`src/rtl/aead_job_sequencer.sv`:
```
// aead_job_sequencer: job-level controller for the AES-GCM / ChaCha20-Poly1305
// datapath. It takes one descriptor at a time, configures the datapath, streams
// the AAD and payload beats with byte-keep masks derived from the descriptor
// lengths, issues the length block and returns the final tag.
module aead_job_sequencer #(
   parameter int TAG_TIMEOUT = 1024
) (
   input  logic         clk,
   input  logic         rst,
   // job descriptor
   input  logic         job_valid,
   output logic         job_ready,
   input  logic         job_algo,
   input  logic [15:0]  job_aad_len,
   input  logic [31:0]  job_pld_len,
   input  logic         abort,
   // upstream byte stream
   input  logic         in_valid,
   output logic         in_ready,
   input  logic [127:0] in_data,
   // datapath configuration
   output logic         cfg_we,
   output logic         algo_sel,
   // AAD stream to the datapath
   output logic         aad_valid,
   input  logic         aad_ready,
   output logic [127:0] aad_data,
   output logic [15:0]  aad_keep,
   // payload stream to the datapath
   output logic         pld_valid,
   input  logic         pld_ready,
   output logic [127:0] pld_data,
   output logic [15:0]  pld_keep,
   // length block
   output logic         len_valid,
   input  logic         len_ready,
   output logic [127:0] len_block,
   // tag inputs from the datapath
   input  logic         tag_pre_xor_valid,
   input  logic [127:0] tag_pre_xor,
   input  logic         tagmask_valid,
   input  logic [127:0] tagmask,
   // result
   output logic         tag_valid,
   input  logic         tag_ready,
   output logic [127:0] tag_out,
   output logic         tag_err,
   output logic         busy
);

   localparam int TW = (TAG_TIMEOUT > 2) ? $clog2(TAG_TIMEOUT) : 1;
   localparam logic [TW-1:0] TMO_LAST = TW'(TAG_TIMEOUT - 1);

   typedef enum logic [2:0] {
      S_IDLE,
      S_CFG,
      S_AAD,
      S_PLD,
      S_LEN,
      S_TAG_WAIT,
      S_TAG_OUT
   } state_t;

   state_t         state_q, state_d;
   logic           algo_q, algo_d;
   logic [15:0]    rem_aad_q, rem_aad_d;
   logic [31:0]    rem_pld_q, rem_pld_d;
   logic [TW-1:0]  tmo_q, tmo_d;
   logic           got_pre_q, got_pre_d;
   logic           got_mask_q, got_mask_d;
   logic [127:0]   tag_out_q, tag_out_d;
   logic           tag_err_q, tag_err_d;
   logic [127:0]   pre_q, mask_q, len_block_q;
   logic           job_acc;
   logic           got_pre_n, got_mask_n;
   logic [127:0]   pre_eff, mask_eff;

   // Keep mask for the beat carrying the next bytes; MSB is byte 0.
   function automatic logic [15:0] beat_keep(input logic [31:0] rem);
      if (rem >= 32'd16) return 16'hFFFF;
      else               return ~(16'hFFFF >> rem[3:0]);
   endfunction

   // Remaining byte count after one beat, saturating at zero.
   function automatic logic [31:0] beat_consume(input logic [31:0] rem);
      if (rem >= 32'd16) return rem - 32'd16;
      else               return 32'd0;
   endfunction

   // Next-state and output decode; abort overrides every other transition.
   always_comb begin
      state_d    = state_q;
      algo_d     = algo_q;
      rem_aad_d  = rem_aad_q;
      rem_pld_d  = rem_pld_q;
      tmo_d      = tmo_q;
      got_pre_d  = got_pre_q;
      got_mask_d = got_mask_q;
      tag_out_d  = tag_out_q;
      tag_err_d  = tag_err_q;
      job_acc    = 1'b0;
      job_ready  = (state_q == S_IDLE) && !abort;
      busy       = (state_q != S_IDLE);
      in_ready   = 1'b0;
      cfg_we     = 1'b0;
      aad_valid  = 1'b0;
      aad_data   = '0;
      aad_keep   = '0;
      pld_valid  = 1'b0;
      pld_data   = '0;
      pld_keep   = '0;
      len_valid  = 1'b0;
      tag_valid  = 1'b0;
      got_pre_n  = got_pre_q | tag_pre_xor_valid;
      got_mask_n = got_mask_q | tagmask_valid;
      pre_eff    = tag_pre_xor_valid ? tag_pre_xor : pre_q;
      mask_eff   = tagmask_valid ? tagmask : mask_q;

      case (state_q)
         S_IDLE: begin
            if (job_valid && !abort) begin
               job_acc   = 1'b1;
               algo_d    = job_algo;
               rem_aad_d = job_aad_len;
               rem_pld_d = job_pld_len;
               state_d   = S_CFG;
            end
         end
         S_CFG: begin
            cfg_we = 1'b1;
            if (rem_aad_q != 16'd0)      state_d = S_AAD;
            else if (rem_pld_q != 32'd0) state_d = S_PLD;
            else                         state_d = S_LEN;
         end
         S_AAD: begin
            aad_valid = in_valid;
            aad_data  = in_data;
            in_ready  = aad_ready;
            aad_keep  = beat_keep({16'b0, rem_aad_q});
            if (in_valid && aad_ready) begin
               rem_aad_d = 16'(beat_consume({16'b0, rem_aad_q}));
               if (rem_aad_q <= 16'd16)
                  state_d = (rem_pld_q != 32'd0) ? S_PLD : S_LEN;
            end
         end
         S_PLD: begin
            pld_valid = in_valid;
            pld_data  = in_data;
            in_ready  = pld_ready;
            pld_keep  = beat_keep(rem_pld_q);
            if (in_valid && pld_ready) begin
               rem_pld_d = beat_consume(rem_pld_q);
               if (rem_pld_q <= 32'd16) state_d = S_LEN;
            end
         end
         S_LEN: begin
            len_valid = 1'b1;
            if (len_ready) begin
               tmo_d      = '0;
               got_pre_d  = 1'b0;
               got_mask_d = 1'b0;
               state_d    = S_TAG_WAIT;
            end
         end
         S_TAG_WAIT: begin
            if (got_pre_n && got_mask_n) begin
               tag_out_d  = pre_eff ^ mask_eff;
               tag_err_d  = 1'b0;
               got_pre_d  = 1'b0;
               got_mask_d = 1'b0;
               state_d    = S_TAG_OUT;
            end else if (tmo_q == TMO_LAST) begin
               tag_out_d  = '0;
               tag_err_d  = 1'b1;
               got_pre_d  = 1'b0;
               got_mask_d = 1'b0;
               state_d    = S_TAG_OUT;
            end else begin
               tmo_d      = tmo_q + 1'b1;
               got_pre_d  = got_pre_n;
               got_mask_d = got_mask_n;
            end
         end
         S_TAG_OUT: begin
            tag_valid = 1'b1;
            if (tag_ready) state_d = S_IDLE;
         end
         default: state_d = S_IDLE;
      endcase

      if (abort && state_q != S_IDLE) begin
         state_d    = S_IDLE;
         rem_aad_d  = '0;
         rem_pld_d  = '0;
         tmo_d      = '0;
         got_pre_d  = 1'b0;
         got_mask_d = 1'b0;
         tag_out_d  = tag_out_q;
         tag_err_d  = tag_err_q;
      end
   end

   // Control state and result registers.
   always_ff @(posedge clk or posedge rst) begin
      if (rst) begin
         state_q    <= S_IDLE;
         algo_q     <= 1'b0;
         rem_aad_q  <= '0;
         rem_pld_q  <= '0;
         tmo_q      <= '0;
         got_pre_q  <= 1'b0;
         got_mask_q <= 1'b0;
         tag_out_q  <= '0;
         tag_err_q  <= 1'b0;
      end else begin
         state_q    <= state_d;
         algo_q     <= algo_d;
         rem_aad_q  <= rem_aad_d;
         rem_pld_q  <= rem_pld_d;
         tmo_q      <= tmo_d;
         got_pre_q  <= got_pre_d;
         got_mask_q <= got_mask_d;
         tag_out_q  <= tag_out_d;
         tag_err_q  <= tag_err_d;
      end
   end

   // Data captures: length block at job acceptance, tag halves while waiting.
   always_ff @(posedge clk) begin
      if (job_acc)
         len_block_q <= {45'b0, job_aad_len, 3'b0, 29'b0, job_pld_len, 3'b0};
      if (state_q == S_TAG_WAIT && tag_pre_xor_valid)
         pre_q <= tag_pre_xor;
      if (state_q == S_TAG_WAIT && tagmask_valid)
         mask_q <= tagmask;
   end

   assign algo_sel  = algo_q;
   assign len_block = len_block_q;
   assign tag_out   = tag_out_q;
   assign tag_err   = tag_err_q;

endmodule

```
`config.mk`:
```
export PLATFORM = sky130hd
export DESIGN_NAME = aead_job_sequencer
export DESIGN_NICKNAME = d
export VERILOG_FILES = /design/src/rtl/aead_job_sequencer.sv
export SDC_FILE = /design/constraint.sdc
export NUM_CORES = 1
export LEC_CHECK = 0
export CAP_MARGIN = 20
export CORE_AREA = 2 2 392 394
export DETAILED_ROUTE_END_ITERATION = 10
export DIE_AREA = 0 0 394 396
export PLACE_DENSITY = 0.44
export SLEW_MARGIN = 20
export SYNTH_ARGS = -nofsm -noshare
export SYNTH_HDL_FRONTEND = slang
export SYNTH_SLANG_ARGS = --single-unit
export TNS_END_PERCENT = 20
```
`constraint.sdc`:
```
create_clock -name clk -period 7.5 [get_ports clk]
set_input_delay 1.5 -clock clk [delete_from_list [all_inputs] [get_ports clk]]
set_output_delay 1.5 -clock clk [all_outputs]
set_load 0.01 [all_outputs]
```
==> results of run 1 <==
==> worst max-delay path, cell delays in order, from the launching register on <==
cell and delay [ps]:
sky130_fd_sc_hd__dfrtp_1 410, sky130_fd_sc_hd__or4_1 550, sky130_fd_sc_hd__a2111oi_0 680, sky130_fd_sc_hd__nand2_1 390
sky130_fd_sc_hd__o21ai_1 570, sky130_fd_sc_hd__o21ai_0 190, sky130_fd_sc_hd__clkdlybuf4s50_1 510
==> stage by stage <==
step	util (%)	area [sq um]	setup WS (ps)	hold slack (ps)	power [mW]
6_report	25.1	38000	2060	474	12.5
5_1_grt	25.1	38000	1820	509	13.2
4_1_cts	25.1	38000	2010	479	12.7
3_5_place_dp	23.6	35700	2770	466	9.23
3_3_place_gp	23.6	35700	2780	466	9.25
2_1_floorplan	-	24800	744	463	6.27
==> per-layer routing <==
layer / vias up / track usage (%)
met5: - / 0
met4: 16 / 7.95
met3: 141 / 4.76
met2: 801 / 27.4
met1: 9527 / 14.8
li1: 8935 / -
==> sequential cells by signal (all words and copies together) (netlist names) <==
signal / flops
state_q: 3
tag_err: 1
mask_q: 128
tag_out: 128
len_block: 48
algo_sel: 1
got_pre_q: 1
rem_aad_q: 16
got_mask_q: 1
pre_q: 128
tmo_q: 10
rem_pld_q: 32
==> cells by family after synthesis <==
kind of cell    after synthesis  synth area share [%]
fa+ha+maj                     7                 0.358
xor+xnor                    139                  4.98
compound gates              329                  9.77
other cells                   1                0.0153
mux                         260                  10.7
simple gates                542                  12.4
flops                       497                  57.1
buf+inv                     230                  4.81
==> final cells by class <==
| class | instances | area [sq um] |
|---|---|---|
| Clock buffer | 99 | 1900 |
| Clock inverter | 27 | 407 |
| Tap cell | 2030 | 2540 |
| Antenna cell | 3 | 7.51 |
| Sequential cell | 497 | 14000 |
| Multi-Input combinational cell | 1357 | 9680 |
| Timing Repair Buffer | 941 | 9440 |
| Inverter | 21 | 86.3 |
| Fill cell | 16034 | 114000 |
==> worst max-delay path by stage <==
stage	slack, ps	from	to	cells past startpoint
floorplan	740	rst	algo_sel	1
global placement	2780	in_data[127]	pld_data[127]	3
detailed placement	2770	rem_aad_q[11]	aad_keep[11]	6
CTS	2010	rem_aad_q[10]	aad_keep[11]	6
global route	1820	rem_aad_q[10]	aad_keep[10]	6
finish	2060	rem_aad_q[10]	aad_keep[10]	6
==> cells in the final DEF, fill, tap and decap left out, types with 63 or more instances in the layout <==
cell                                n
sky130_fd_sc_hd__mux2i_1          258
sky130_fd_sc_hd__conb_1            80
sky130_fd_sc_hd__and2_1           262
sky130_fd_sc_hd__nand2_1          105
sky130_fd_sc_hd__xnor2_1           64
sky130_fd_sc_hd__o31ai_1           63
sky130_fd_sc_hd__clkdlybuf4s50_1  915
sky130_fd_sc_hd__dfrtp_1          193
sky130_fd_sc_hd__clkbuf_16         68
sky130_fd_sc_hd__xor2_1            75
sky130_fd_sc_hd__edfxtp_1         304
sky130_fd_sc_hd__a22o_1            77
==> power groups by stage <==
stage | sequential (mW) | clock [mW] | combinational (mW)
floorplan | 3.93 | 0 | 2.34
global placement | 3.92 | 0 | 5.33
detailed placement | 3.91 | 0 | 5.32
CTS | 3.87 | 3.51 | 5.35
global route | 3.95 | 3.60 | 5.63
finish | 3.87 | 3.37 | 5.25
==> impl_summary.log, run 1 <==
INFO  metric status = finished, final reports clean
INFO  metric hold_class = reg2reg
INFO  metric critical_path_fanouts_max = 8
INFO  metric grt_pass1_vias = 19,388
INFO  metric detailedRoute.firstPassIterationCount = 5
INFO  metric pin_count_of_the_biggest_net_entering_global_routing = 163
INFO  metric timing_hold_violations_final = 0
INFO  metric dr_wl_met3 = about 9000 um
INFO  metric slew_headroom = 21.7%
INFO  metric synthToLayoutAreaGrowth = 55.5%
INFO  metric initialDrtViolationCount = 1,312
INFO  metric route.vias.total = about 19,000
INFO  metric syn-cell-area = between 0.02 and 0.025 sq mm
INFO  metric ctsHoldBuffers = 0
INFO  metric ys_seq_elements = roughly 500
INFO  metric yosys.cell_types.count = 69
INFO  metric critical_hold_path_startpoint = tag_out[95]
INFO  metric power.combinational.fraction = 42.0%
INFO  metric power_density = 329 mW/mm^2
INFO  metric pin_count = between 900 and 1,000
INFO  metric crit-reg2reg-launch = state_q[2]
INFO  metric async_reset_ff_share = about two fifths
INFO  metric clk_latency = 690 ps
INFO  metric holdPathEnd = tag_out[95]
INFO  metric initial_utilization = 16.1%
INFO  metric routed_via_density = just under 4
INFO  metric setup.reg_to_reg.worst_slack = just over 4000 ps
INFO  metric critPathRequiredTime = about 6000 ps
INFO  metric proportion_of_layout_cells_with_a_drive_suffix_above_1 = 5.23%
INFO  metric critPathLaunchType = flip-flop
INFO  metric topRoutingLayerUsed = met5
INFO  metric timing.max_cap.violations = 0
INFO  metric placeableCoreArea = 0.152 sq mm
INFO  metric routed_wl_per_cell = 24.2 um
INFO  metric seq_area_frac_synth = 57.1%
INFO  metric cts_buffer_depth = 3
INFO  metric worst_slew_pin_slew = 1180 ps
INFO  metric postSynth.topFlopCell = sky130_fd_sc_hd__edfxtp_1
INFO  metric power.internal = 7.81 mW
INFO  metric critPathKind = reg2out
INFO  metric design.final.nets = approximately 3,300
INFO  metric drc = 0
INFO  metric postSynthAreaPerCell = between 10 and 15 sq um
INFO  metric critical_path.reg2reg.endpoint = tag_out[83]
INFO  metric synth.area.top_cells = sky130_fd_sc_hd__edfxtp_1 37%, sky130_fd_sc_hd__dfrtp_1 20%, sky130_fd_sc_hd__mux2i_1 11%
INFO  metric post_placement_cell_count = just under 5,000
INFO  metric grt_util_all_layers = between 10% and 20%
INFO  metric grt_antenna_before_repair = 10
INFO  metric drt_wl_total = 121,000 um
INFO  metric synth_commonest_cells = 304 x sky130_fd_sc_hd__edfxtp_1, 262 x sky130_fd_sc_hd__and2_1, 258 x sky130_fd_sc_hd__mux2i_1
INFO  metric clock-root-buffer = sky130_fd_sc_hd__clkbuf_16
INFO  metric power.switching = approximately 4.7 mW
INFO  metric postSynthCellCount = approximately 2,000
INFO  metric nature_of_the_critical_path_endpoint = primary output
INFO  metric sw_frac_of_total = roughly 38%
INFO  metric fmaxAchievable = ~0.18 GHz
INFO  metric dieWidth = around 390 um
INFO  metric synth_top_cell_by_area = sky130_fd_sc_hd__edfxtp_1
INFO  metric rsz_0062_raised_after_global_routing = false
INFO  metric tritoncts = yes
INFO  metric finalSetupTns = 0 ps
INFO  metric dp_hpwl = 91,100 um
INFO  metric postCtsSetupRepairBufs = 0
INFO  metric power_leakage = 14.3 nW
INFO  metric finalClockSkew = 31.1 ps
INFO  metric slew_viol_final = 0
INFO  metric yosysWarningCount = 0
INFO  metric p_seq_share = a little under a third
INFO  metric cts_resized = 0
INFO  metric critical_path_arrival = 3940 ps
INFO  metric min_period_over_period = between 70% and 80%
INFO  metric cts_htree_levels = 3
INFO  metric met1Wirelength = 41,300 um
INFO  metric die-area = 0.156 sq mm
INFO  metric period_minus_slack = about 5400 ps
INFO  metric synth.most_common_cell = sky130_fd_sc_hd__edfxtp_1
INFO  metric vdd.ir_drop.worst = 0.000203 V
INFO  metric wl_met2 = roughly 63,000 um
INFO  metric synth_edf_count = 304
INFO  metric cts_made_buffers = 68
INFO  metric setup_viol = 0
INFO  metric dieHeight = 396 um
INFO  metric grt_pass1_wl = 164,000 um
INFO  metric gp_routability_congestion = roughly 0.9
INFO  metric layoutNonFillerInstCount = 4,975
INFO  metric cts_sinks = 497
INFO  metric r2r_cells = 5
INFO  metric port-buffer-count = 917
INFO  metric fp-row-count = 143
INFO  metric drt.antenna.violating_nets = 0
INFO  metric clkTransAtPathRegs = 50 ps
INFO  metric grt.overflow.total = 0
INFO  metric hold_depth = 2
INFO  metric synth_top_cell_area_share = between 30% and 40%
INFO  metric clock_power_share = a little over a quarter
No activity file was read; power rests on OpenSTA's default activity.
==> run 2: changes to the inputs <==
==> constraint.sdc (replaced) <==
create_clock -name clk -period 5.1 [get_ports clk]
set_input_delay 1.02 -clock clk [delete_from_list [all_inputs] [get_ports clk]]
set_output_delay 1.02 -clock clk [all_outputs]
set_load 0.01 [all_outputs]
==> impl_summary.log, run 2 (synthesis gave the netlist of run 1 again) <==
INFO  metric dieHeight = 396 um
INFO  metric postLayoutCoreUtil = between 20% and 30%
INFO  metric pin_count = 998
INFO  metric grt_util_all_layers = 14.8%
INFO  metric critical_path_arrival = 3830 ps
INFO  metric port-buffer-count = 917
INFO  metric layout.area.seq = ~0.014 sq mm
INFO  metric drt.antenna.violating_nets = 0
INFO  metric cts_buffer_depth = 3
INFO  metric fp-row-count = 143
INFO  metric placeableCoreArea = ~0.15 sq mm
INFO  metric tritoncts = yes
INFO  metric global_route.usage.met3 = 4.91%
INFO  metric critical_path.reg2reg.endpoint = rem_pld_q[19]
INFO  metric crit-reg2reg-launch = state_q[0]
INFO  metric critical_path_fanouts_max = 8
INFO  metric slew_viol_final = 0
INFO  metric rsz_0062_raised_after_global_routing = false
INFO  metric finalClockSkew = around 44 ps
INFO  metric dp_hpwl = 93,300 um
INFO  metric design.final.nets = roughly 3,400
INFO  metric synthToLayoutAreaGrowth = 56.0%
INFO  metric cts_sinks = 497
INFO  metric layout.cell_area.non_filler = 0.0382 sq mm
INFO  metric clkTransAtPathRegs = about 60 ps
INFO  metric dpl-instance-area = 0.0360 sq mm
INFO  metric grt_use_met1 = 15.4%
INFO  metric critical_hold_path_startpoint = tag_out[69]
INFO  metric proportion_of_layout_cells_with_a_drive_suffix_above_1 = 6.10%
INFO  metric grt.overflow.total = 0
INFO  metric layout_commonest_cell = sky130_fd_sc_hd__clkdlybuf4s50_1
INFO  metric gp_routability_congestion = 0.903
INFO  metric routed_wl_per_cell = ~24 um
INFO  metric grt_util_met2 = 27.5%
INFO  metric cts_made_buffers = 68
INFO  metric ctsHoldBuffers = 0
INFO  metric grt_busiest_layer = met2
INFO  metric critPathRequiredTime = 4080 ps
INFO  metric min_period_over_period = 95.0%
INFO  metric timing_hold_violations_final = 0
INFO  metric dieWidth = 394 um
INFO  metric initial_utilization = roughly 16%
INFO  metric nature_of_the_critical_path_endpoint = primary output
INFO  metric multiInputGateArea = roughly 0.0097 sq mm
INFO  metric grt_pass1_vias = 19,408
INFO  metric setup_viol = 0
INFO  metric status = finished, final reports clean
INFO  metric grt_pass1_wl = 163,000 um
INFO  metric detailedRoute.firstPassIterationCount = 5
INFO  metric holdPathEnd = tag_out[69]
INFO  metric postLayoutSetupSlackWorst = 254 ps
INFO  metric critPathKind = reg2out
INFO  metric power_leakage = 14.4 nW
INFO  metric hold_depth = 2
INFO  metric drt_wl_total = 120,000 um
INFO  metric drc = 0
INFO  metric die-area = around 0.16 sq mm
INFO  metric routed_via_density = 3.88
INFO  metric initialDrtViolationCount = 1,076
INFO  metric post-place-ws = about 770 ps
INFO  metric r2r_cells = 5
INFO  metric setup.reg_to_reg.worst_slack = 1800 ps
INFO  metric clock-root-buffer = sky130_fd_sc_hd__clkbuf_16
INFO  metric power_density = 472 mW/mm^2
INFO  metric worst_slew_pin_slew = about 1000 ps
INFO  metric hold_class = reg2reg
INFO  metric period_minus_slack = 4850 ps
INFO  metric cts_resized = 0
INFO  metric vdd.ir_drop.worst = roughly 0.00025 V
INFO  metric n_fill_cell = 16,029
INFO  metric finalSetupTns = 0 ps
INFO  metric clk_latency = 670 ps
INFO  metric pin_count_of_the_biggest_net_entering_global_routing = 142
INFO  metric grt_antenna_before_repair = 19
INFO  metric postCtsSetupRepairBufs = 0
INFO  metric fmaxAchievable = 0.206 GHz
INFO  metric route.vias.total = 19,399
INFO  metric cts_htree_levels = 3
INFO  metric slew_headroom = 33.4%
INFO  metric most-common-layout-cells = 915 x sky130_fd_sc_hd__clkdlybuf4s50_1, 304 x sky130_fd_sc_hd__edfxtp_1, 262 x sky130_fd_sc_hd__and2_1
INFO  metric critPathLaunchType = flip-flop
INFO  metric timing.max_cap.violations = 0
-- run 2: worst max-delay path by stage --
stage / start / end / depth (start not counted)
after floorplan: tag_pre_xor_valid / pre_q[0] / 4
after global placement: rem_aad_q[10] / aad_keep[10] / 6
after detailed placement: rem_aad_q[10] / aad_keep[11] / 6
after CTS: rem_aad_q[11] / aad_keep[11] / 6
after global routing: rem_pld_q[4] / pld_keep[10] / 8
final: rem_pld_q[5] / pld_keep[10] / 8
-- run 2: report_power, final --
group          switching [mW]  total, mW  leakage, nW  internal, mW
Clock                    1.94       4.63         1.03          2.69
Combinational            4.07       7.66         8.01          3.59
Sequential              0.616       5.70         5.35          5.09
Total                    6.63       18.0         14.4          11.4
-- run 2: critical path: stages, from the launching register on --
cell and delay (ps):
sky130_fd_sc_hd__dfrtp_1 410, sky130_fd_sc_hd__inv_1 130, sky130_fd_sc_hd__ha_1 220, sky130_fd_sc_hd__or3b_2 580
sky130_fd_sc_hd__nor4_2 430, sky130_fd_sc_hd__nand4_1 410, sky130_fd_sc_hd__nor2_2 340, sky130_fd_sc_hd__a21oi_1 110
sky130_fd_sc_hd__clkdlybuf4s50_1 530
-- run 2: final cells by class --
class	count	share of cell area, %
Sequential cell	497	36.6
Timing Repair Buffer	972	25.6
Multi-Input combinational cell	1357	25.4
Tap cell	2030	6.65
Clock buffer	101	5.08
Clock inverter	21	0.469
Inverter	21	0.216
Antenna cell	2	0.0131
-- run 2: metal layers --
layer,vias to the layer above,part of all wire [%]
met3,140,7.2
met1,9481,36
met5,-,0.15
met2,739,53
met4,28,3.7
li1,9011,-
-- run 2: per-stage QoR --
stage	power, mW	hold WS [ps]	instances
2_1_floorplan	9.22	463	2084
3_3_place_gp	13.6	460	4877
3_5_place_dp	13.6	465	4877
4_1_cts	18.4	478	4999
5_1_grt	19.1	494	4999
6_report	18.0	473	5001
